===== src/rtl/memory_access_unit.sv =====
// Memory-stage sequencer: turns EX/MEM load/store controls into 32-bit req/gnt/rvalid beats
// (one for scalars, LANES for vectors), stalls upstream, and registers results into MEM/WB.
module memory_access_unit #(
    parameter int ADDR_WIDTH = 32,
    parameter int DATA_WIDTH = 32,
    parameter int VEC_WIDTH  = 128
) (
    input  logic                  clk,
    input  logic                  rst,
    input  logic                  RegWriteM,
    input  logic                  MemWriteM,
    input  logic                  MemReadM,
    input  logic                  VectorM,
    input  logic                  PCSrcM,
    input  logic [ADDR_WIDTH-1:0] ALUResultM,
    input  logic [VEC_WIDTH-1:0]  WriteDataM,
    output logic                  mem_req,
    output logic                  mem_we,
    output logic [ADDR_WIDTH-1:0] mem_addr,
    output logic [DATA_WIDTH-1:0] mem_wdata,
    input  logic                  mem_gnt,
    input  logic                  mem_rvalid,
    input  logic [DATA_WIDTH-1:0] mem_rdata,
    output logic                  StallM,
    output logic                  RegWriteW,
    output logic                  MemtoRegW,
    output logic                  PCSrcW,
    output logic [ADDR_WIDTH-1:0] ALUOutW,
    output logic [VEC_WIDTH-1:0]  ReadDataW
);
    localparam int BYTES  = DATA_WIDTH / 8;
    localparam int LANES  = VEC_WIDTH / DATA_WIDTH;
    localparam int BEAT_W = (LANES > 1) ? $clog2(LANES) : 1;
    localparam logic [ADDR_WIDTH-1:0] OFF_MASK = ADDR_WIDTH'(BYTES - 1);

    typedef enum logic [1:0] {S_IDLE, S_REQ, S_RESP, S_DONE} state_t;

    state_t                state_q;
    logic [BEAT_W-1:0]     beat_q;
    logic [DATA_WIDTH-1:0] lane_q [LANES];
    logic [DATA_WIDTH-1:0] wlane  [LANES];
    logic [VEC_WIDTH-1:0]  rd_flat;
    logic                  access;
    logic                  is_load;
    logic [BEAT_W-1:0]     last_beat;
    logic [ADDR_WIDTH-1:0] beat_addr;

    genvar gi;
    generate
        for (gi = 0; gi < LANES; gi++) begin : g_lane
            assign wlane[gi] = WriteDataM[gi*DATA_WIDTH +: DATA_WIDTH];
            assign rd_flat[gi*DATA_WIDTH +: DATA_WIDTH] = lane_q[gi];
        end
    endgenerate

    // A simultaneous read+write request is executed as a store.
    assign access    = MemReadM | MemWriteM;
    assign is_load   = MemReadM & ~MemWriteM;
    assign last_beat = VectorM ? BEAT_W'(LANES - 1) : '0;
    assign beat_addr = ALUResultM + ADDR_WIDTH'(beat_q) * ADDR_WIDTH'(BYTES);

    assign mem_req   = (state_q == S_REQ);
    assign mem_we    = mem_req & MemWriteM;
    assign mem_addr  = mem_req ? (beat_addr & ~OFF_MASK) : '0;
    assign mem_wdata = mem_req ? wlane[beat_q] : '0;
    assign StallM    = ((state_q == S_IDLE) & access) | (state_q == S_REQ) | (state_q == S_RESP);

    always_ff @(posedge clk) begin
        if (!rst) begin
            state_q   <= S_IDLE;
            beat_q    <= '0;
            for (int i = 0; i < LANES; i++) lane_q[i] <= '0;
            RegWriteW <= 1'b0;
            MemtoRegW <= 1'b0;
            PCSrcW    <= 1'b0;
            ALUOutW   <= '0;
            ReadDataW <= '0;
        end else begin
            case (state_q)
                S_IDLE: begin
                    if (access) begin
                        state_q <= S_REQ;
                        beat_q  <= '0;
                        // Cleared so unused lanes of a scalar load read back as zero.
                        for (int i = 0; i < LANES; i++) lane_q[i] <= '0;
                    end
                end
                S_REQ: begin
                    if (mem_gnt) begin
                        if (!MemWriteM) begin
                            state_q <= S_RESP;
                        end else if (beat_q == last_beat) begin
                            state_q <= S_DONE;
                        end else begin
                            beat_q <= beat_q + 1'b1;
                        end
                    end
                end
                S_RESP: begin
                    if (mem_rvalid) begin
                        lane_q[beat_q] <= mem_rdata;
                        if (beat_q == last_beat) begin
                            state_q <= S_DONE;
                        end else begin
                            beat_q  <= beat_q + 1'b1;
                            state_q <= S_REQ;
                        end
                    end
                end
                S_DONE: state_q <= S_IDLE;
                default: state_q <= S_IDLE;
            endcase

            if (!StallM) begin
                RegWriteW <= RegWriteM;
                MemtoRegW <= MemReadM;
                PCSrcW    <= PCSrcM;
                ALUOutW   <= ALUResultM;
                ReadDataW <= ((state_q == S_DONE) && is_load) ? rd_flat : '0;
            end
        end
    end
endmodule


===== config.mk =====
export PLATFORM = sky130hd
export DESIGN_NAME = memory_access_unit
export DESIGN_NICKNAME = d
export VERILOG_FILES = /design/src/rtl/memory_access_unit.sv
export SDC_FILE = /design/constraint.sdc
export NUM_CORES = 1
export LEC_CHECK = 0
export BUFFER_PORTS_ARGS = -buffer_cell sky130_fd_sc_hd__buf_2
export CAP_MARGIN = 10
export CORE_MARGIN = 2
export CORE_UTILIZATION = 40
export CTS_BUF_LIST = sky130_fd_sc_hd__clkbuf_2
export CTS_CLUSTER_DIAMETER = 60
export CTS_CLUSTER_SIZE = 8
export DETAILED_ROUTE_END_ITERATION = 7
export PLACE_DENSITY = 0.68
export SLEW_MARGIN = 20
export SYNTH_ARGS = -nofsm -noshare
export SYNTH_HDL_FRONTEND = slang
export SYNTH_SLANG_ARGS = --single-unit

===== constraint.sdc =====
create_clock -name clk -period 2.3 [get_ports clk]
set_input_delay 0.46 -clock clk [delete_from_list [all_inputs] [get_ports clk]]
set_output_delay 0.46 -clock clk [all_outputs]
set_load 0.005 [all_outputs]

==> summary.md, run 1 <==
| Metric | Value |
|---|---|
| Outcome | `finished, violations left` |
| Failing checks | `negative setup slack` |
| Hold/Removal Path Class | `primary input to flop` |
| Die Width | `186 um` |
| Total I/O pin count | `431` |
| Min Hold Slack | `0.0861 ns` |
| Largest net degree at the start of global routing | `168` |
| Main synth FF type | `dfxtp_1` |
| CTS tree | `done` |
| CP required | `1.84 ns` |
| Max stage delay on crit path | `0.49 ns` |
| Warnings, synthesis | `0` |
| Drt pass-1 iters | `5` |
| Gate count of the mapped netlist | `1270` |
| Synth area leader | `edfxtp_1` |
| Placed insts | `2088` |
| # port buffers | `428` |
| # fillers | `2964` |
| Post-synth EDFFs | `128` |
| Psw | `5.75 mW` |
| Root Buffer | `clkbuf_2` |
| Final worst-path cycle share | `135%` |
| Worst Setup Start Kind | `flop` |
| Critical path arrival | `2.64 ns` |
| Syn Std Cell Area | `13200 um2` |
| Family with the most delay on the worst path | `simple AND/OR/NAND/NOR gates` |
| Actual slew at the worst max-slew pin | `0.733 ns` |
| Initial core utilization | `40.6%` |
| Worst-skew pair later-pin latency | `0.85 ns` |
| Worst Min Path Start | `ALUResultM[23]` |
| Slew margin rel. | `51.1%` |
| Routed WL | `45900 um` |
| Gr ovfl total | `0` |
| Minimum clock period | `3.10 ns` |
| DR WL/cell | `20.2 um` |
| First DRT Iteration DRCs | `937` |
| Max Cap Viol | `0` |
| Sw Ratio | `36.9%` |
| WHS Path Cells | `4` |
| Overall die area | `34500 um2` |
| Clock network power share | `18.0%` |
| Fin. max-slew vios | `0` |
| Internal | `9.83 mW` |
| Reg2Reg Depth | `10` |
| Sequential cell area fraction in the yosys report | `54.5%` |
| H-tree levels | `2` |
| Number of synthesized register bits | `295` |
| Fin nets | `2002` |
| CTS buffer count | `44` |
| Post-Layout Cell Count | `2268` |
| First-pass GRT wire length | `68700 um` |
| Share of the synthesized area in the top cell type | `29.1%` |
| Largest cells by area after synthesis | `edfxtp_1 29%, dfxtp_1 25%, a21boi_0 9.3%` |
| CP Cell Sequence | `ha_4 -> fa_2 -> and3_4 -> nand3_4 -> or4_1 -> a21oi_1 -> buf_2` |
| Routed via count | `11979` |
| All-layer global routing usage | `26.0%` |
| Hold violation count in the final report | `0` |
| DRC viols | `0` |
| Largest buffer count on any clock path | `3` |
| Slowest library cell on the worst path | `or4_1` |
| Hold Path End | `ALUOutW[23]` |
| GPL Wtd Cong | `0.969` |
| Max Fclk | `322 MHz` |
| Reg-to-reg startpoint | `state_q[0]` |
| Peak supply drop | `815 uV` |
| Clock sink count | `295` |
| Crit Path Category | `flop to primary output` |
| Crit. End Element | `primary output` |
| Synth cell types | `49` |
| Layout area overhead | `35.9%` |
| Pwr Density | `869 nW/um2` |
| Final clock skew | `0.0955 ns` |
| Worst-path fanout max | `6` |
| Initial antenna violation count | `3` |
| Post-DRT Antenna Nets | `0` |
| FF-to-FF End | `ALUOutW[3]` |
| Core ar. | `32500 um2` |
| Detailed Place HPWL | `31000 um` |
| Total Neg Setup Slack | `-37.35 ns` |
| Reg2reg setup slack | `0.09 ns` |
| Worst-path clk slew | `0.16 ns` |
| Num rows | `66` |
| Combinational share of power | `39.4%` |
| Avg Vias per Cell | `5.28` |
| Final WS setup | `-0.803 ns` |
| Seq pwr share | `42.6%` |
| Leak | `7.98 nW` |
| Async SR Flop Fraction | `0%` |
| Vias in the first global route | `11565` |
| Final setup fails | `65` |
| CP bufs+invs | `1` |
| Mean post-synth cell area | `10.4 um2` |
| Share of cells above drive strength 1 | `39.0%` |
| Unrepaired setup endpoints after global routing | `true` |
| Chip height | `186 um` |
==> sequential cells by signal (all words and copies together), names as in the netlist <==
| name | cells |
|---|---|
| lane_q | 128 |
| PCSrcW | 1 |
| RegWriteW | 1 |
| beat_q | 2 |
| MemtoRegW | 1 |
| state_q | 2 |
| ALUOutW | 32 |
| ReadDataW | 128 |
==> final cells by class <==
class	count	area, um2	share of cell area [%]
antenna	6	15.0	0.0837
clock buffer	71	355	1.98
clock inverter	6	61.3	0.342
inverter	8	50.0	0.279
multi-input combinational	850	5730	32.0
sequential	295	7200	40.2
tap	442	553	3.08
timing repair buffer	589	3960	22.1
timing repair inverter	1	8.76	0.0488
==> cells in the mapped netlist, types with 2 or more instances <==
cell type  count
a21oi_1       16
o21a_1         3
and3_1       132
nor2b_1        2
buf_6          2
a31oi_1        2
nand3_2        2
nor4_1         2
o21ai_0        6
ha_1          11
buf_2         25
xnor2_1        2
clkbuf_1      85
and2_1        38
a21boi_0     164
inv_1          7
and4_1         5
o31ai_1       13
nand2_1      214
mux4_2        32
or4_1         13
nand4_1       10
xor2_1         9
nand3_1      138
buf_1          2
edfxtp_1     128
buf_4          4
nor2_1        13
or3_1          4
dfxtp_1      167
==> per-layer routing <==
metal	vias to the layer above	track usage, %	part of all wire (%)
li1	5611	-	-
met1	5742	38.4	46
met2	534	36.8	42
met3	90	7.28	9.8
met4	2	7.91	2.7
met5	-	0	0.028
==> repair_timing <==
action | 4_1_cts | 5_1_grt
resized for setup | 90 | 31
hold buffers | 62 | 0
setup buffers | 32 | 5
gates cloned | 7 | 0
endpoints found under the hold margin | 136 | 0
pin swaps | 59 | 21
endpoints found under the setup margin | 65 | 157
==> cells in the final DEF, fill, tap and decap left out, types with 16 or more instances in the layout <==
cell / n
a21boi_0: 164
and2_4: 33
and3_1: 130
buf_12: 16
buf_2: 410
buf_4: 70
buf_6: 24
clkbuf_2: 71
dfxtp_1: 163
dlygate4sd3_1: 62
edfxtp_1: 128
mux4_2: 32
nand2_1: 209
nand3_1: 135
==> power by group through the flow <==
stage / combinational [mW] / sequential (mW) / clock (mW)
after floorplan: 2.76 / 6.70 / 0
after global placement: 4.80 / 6.72 / 0
after detailed placement: 4.84 / 6.74 / 0
after CTS: 6.00 / 6.63 / 2.89
after global routing: 6.59 / 6.71 / 3.12
final: 6.14 / 6.63 / 2.81
==> worst register-to-register path, delay by kind of cell, from the launching register on <==
| family | cells | cell delay (ns) |
|---|---|---|
| DFF | 1 | 0.39 |
| adders and majority gates | 1 | 0.14 |
| AOI/OAI and AO/OA | 1 | 0.19 |
| buffers and inverters | 5 | 0.88 |
| and+or+nand+nor | 3 | 0.56 |
==> metrics by stage <==
stage	util (%)	instance area, um2	total power, mW	setup slack (ns)
floorplan	-	13200	9.46	0.00837
global placement	49.5	16100	11.5	-0.293
detailed placement	49.5	16100	11.6	-0.300
CTS	55.0	17900	15.5	-0.886
global route	55.1	17900	16.4	-0.935
finish	55.1	17900	15.6	-0.803
==> logic make-up after synthesis <==
| logic type | count (synthesis) | share of synthesized area [%] |
|---|---|---|
| mux | 33 | 5.54 |
| compound gates | 213 | 11.8 |
| xor+xnor | 11 | 0.730 |
| flops | 295 | 54.5 |
| buf+inv | 127 | 4.09 |
| fa+ha+maj | 12 | 1.19 |
| simple gates | 578 | 22.2 |
| other cells | 1 | 0.0284 |
==> worst max path at each step <==
stage	start	end	cells after the start	slack, ns
floorplan	ALUResultM[2]	mem_addr[28]	7	0.008
global placement	ALUResultM[3]	mem_addr[31]	7	-0.29
detailed placement	ALUResultM[3]	mem_addr[31]	7	-0.30
CTS	beat_q[0]	mem_addr[28]	7	-0.89
global route	beat_q[0]	mem_addr[25]	8	-0.94
finish	beat_q[0]	mem_addr[24]	7	-0.80
No activity file was read; power rests on OpenSTA's default activity.
==> inputs of run 2 (changes only) <==
CORE_UTILIZATION = 35   (was 40)
PLACE_DENSITY = default   (was 0.68)
==> summary.md, run 2 (synthesized netlist as in run 1, its figures left out) <==
| Metric | Value |
|---|---|
| Clock sink count | `295` |
| Root Buffer | `clkbuf_2` |
| CP Cell Sequence | `ha_4 -> fa_2 -> and3_4 -> buf_4 -> buf_6 -> nand4_1 -> xor2_1 -> nor2_1 -> buf_2` |
| Chip height | `198 um` |
| Max stage delay on crit path | `0.37 ns` |
| Peak supply drop | `545 uV` |
| Worst-path clk slew | `0.17 ns` |
| Actual slew at the worst max-slew pin | `0.740 ns` |
| Avg Vias per Cell | `5.06` |
| Post-DRT Antenna Nets | `0` |
| Gr ovfl total | `0` |
| Worst-skew pair later-pin latency | `0.93 ns` |
| Vias in the first global route | `11759` |
| Crit. End Element | `primary output` |
| Worst Setup Start Kind | `flop` |
| Reg2Reg Depth | `10` |
| Slew margin rel. | `50.7%` |
| Minimum clock period | `3.26 ns` |
| Leak | `8.06 nW` |
| Reg2reg setup slack | `0.04 ns` |
| Final setup fails | `65` |
| CTS tree | `done` |
| Outcome | `finished, violations left` |
| Layout area overhead | `38.1%` |
| Min Hold Slack | `0.118 ns` |
| WHS Path Cells | `3` |
| CP required | `1.84 ns` |
| Hold/Removal Path Class | `primary input to flop` |
| Max Fclk | `307 MHz` |
| Final worst-path cycle share | `142%` |
| Num rows | `71` |
| Fin. max-slew vios | `0` |
| # port buffers | `428` |
| Overall die area | `39300 um2` |
| Routed via count | `11953` |
| Largest net degree at the start of global routing | `168` |
| Final clock skew | `0.0637 ns` |
| Crit Path Category | `flop to primary output` |
| DRC viols | `0` |
| Routed WL | `48400 um` |
| Pwr Density | `852 nW/um2` |
| First-pass GRT wire length | `72300 um` |
| Worst setup path start | `beat_q[0]` |
| Unrepaired setup endpoints after global routing | `true` |
| Largest buffer count on any clock path | `3` |
| Core ar. | `37400 um2` |
| Die Width | `198 um` |
| Share of cells above drive strength 1 | `38.8%` |
| Commonest cells after routing, fill and taps aside | `422 x buf_2, 208 x nand2_1, 164 x a21boi_0` |
| Final Core Density | `48.7%` |
| Fin nets | `2020` |
| Slowest library cell on the worst path | `dfxtp_2` |
| Final WS setup | `-0.963 ns` |
| DR WL/cell | `20.5 um` |
| Initial antenna violation count | `9` |
| Worst setup path endpoint | `mem_addr[12]` |
| First DRT Iteration DRCs | `798` |
| Initial core utilization | `35.3%` |
| Critical path arrival | `2.80 ns` |
| Biggest regs | `ReadDataW x128, lane_q x128, ALUOutW x32` |
| Commonest non-fill, non-tap cell in the layout | `buf_2` |
| Failing checks | `negative setup slack` |
| Overall Power | `15.5 mW` |
| Worst-path fanout max | `5` |
| All-layer global routing usage | `24.3%` |
| Detailed Place HPWL | `33600 um` |
| Total I/O pin count | `431` |
| Max Cap Viol | `0` |
| H-tree levels | `2` |
| FF-to-FF End | `state_q[1]` |
| CTS buffer count | `43` |
| Hold violation count in the final report | `0` |
| GPL Wtd Cong | `0.954` |
| Reg-to-reg startpoint | `state_q[0]` |
| Drt pass-1 iters | `5` |
==> run 2: changes by cell type in the layout (fill, tap and decap cells not counted), sizes merged <==
cell | previous run | this run
dlygate4sd3 | 62 | 69
buf | 527 | 538
bufbuf | 0 | 1
diode | 6 | 13
clkinv | 6 | 2
inv | 8 | 7
clkbuf | 71 | 74
==> run 2: worst min path at each step <==
stage | start | to | slack [ns]
floorplan | ReadDataW[0] | ReadDataW[0] | 0.46
global placement | ReadDataW[120] | ReadDataW[120] | 0.45
detailed placement | ReadDataW[74] | ReadDataW[74] | 0.45
CTS | VectorM | state_q[0] | 0.02
global route | rst | ReadDataW[87] | 0.07
finish | rst | ReadDataW[59] | 0.12
==> run 2: area by class of cell <==
cell class	count	area, um2
Inverter	8	47.5
Timing Repair Buffer	609	4110
Tap cell	511	639
Clock inverter	2	33.8
Antenna cell	13	32.5
Multi-Input combinational cell	850	5780
Fill cell	3574	19200
Sequential cell	295	7200
Clock buffer	73	365
==> run 2: metrics by stage <==
step | cell area, um2 | worst slack, ns | setup TNS [ns] | instances
floorplan | 13200 | 0.00837 | 0 | 1271
global placement | 16300 | -0.324 | -4.73 | 2172
detailed placement | 16300 | -0.336 | -5.02 | 2172
CTS | 18000 | -1.04 | -57.41 | 2344
global route | 18200 | -1.11 | -59.76 | 2351
finish | 18200 | -0.963 | -49.40 | 2361
==> run 2: repair_timing <==
| action | in CTS | in global routing |
|---|---|---|
| resized for setup | 78 | 34 |
| pin swaps | 34 | 16 |
| setup buffers | 22 | 10 |
| hold buffers | 69 | 0 |
| endpoints found under the setup margin | 65 | 132 |
| cloned | 6 | 1 |
| hold endpoints to repair | 164 | 0 |
==> run 2: power by group <==
part           leakage, nW  switching [mW]  internal, mW
clock network        0.319            1.90         0.917
logic                 4.96            3.57          2.51
registers             2.78           0.265          6.35
total                 8.06            5.74          9.78
==> run 2: worst max-delay path: cells and delay by family (launching register included) <==
family                     cells  cell delay (ns)
adders and majority gates      2             0.51
buffers and inverters          3             0.40
and+or+nand+nor                3             0.39
DFF                            1             0.37
xor gates and xnor gates       1             0.23
==> run 2: metal layers <==
| layer | track usage (%) | part of all wire, % | vias up |
|---|---|---|---|
| met1 | 35.8 | 47 | 5759 |
| li1 | - | - | 5648 |
| met2 | 34.0 | 42 | 462 |
| met5 | 0 | 0.031 | - |
| met4 | 8.30 | 2.8 | 2 |
| met3 | 6.73 | 8.2 | 82 |
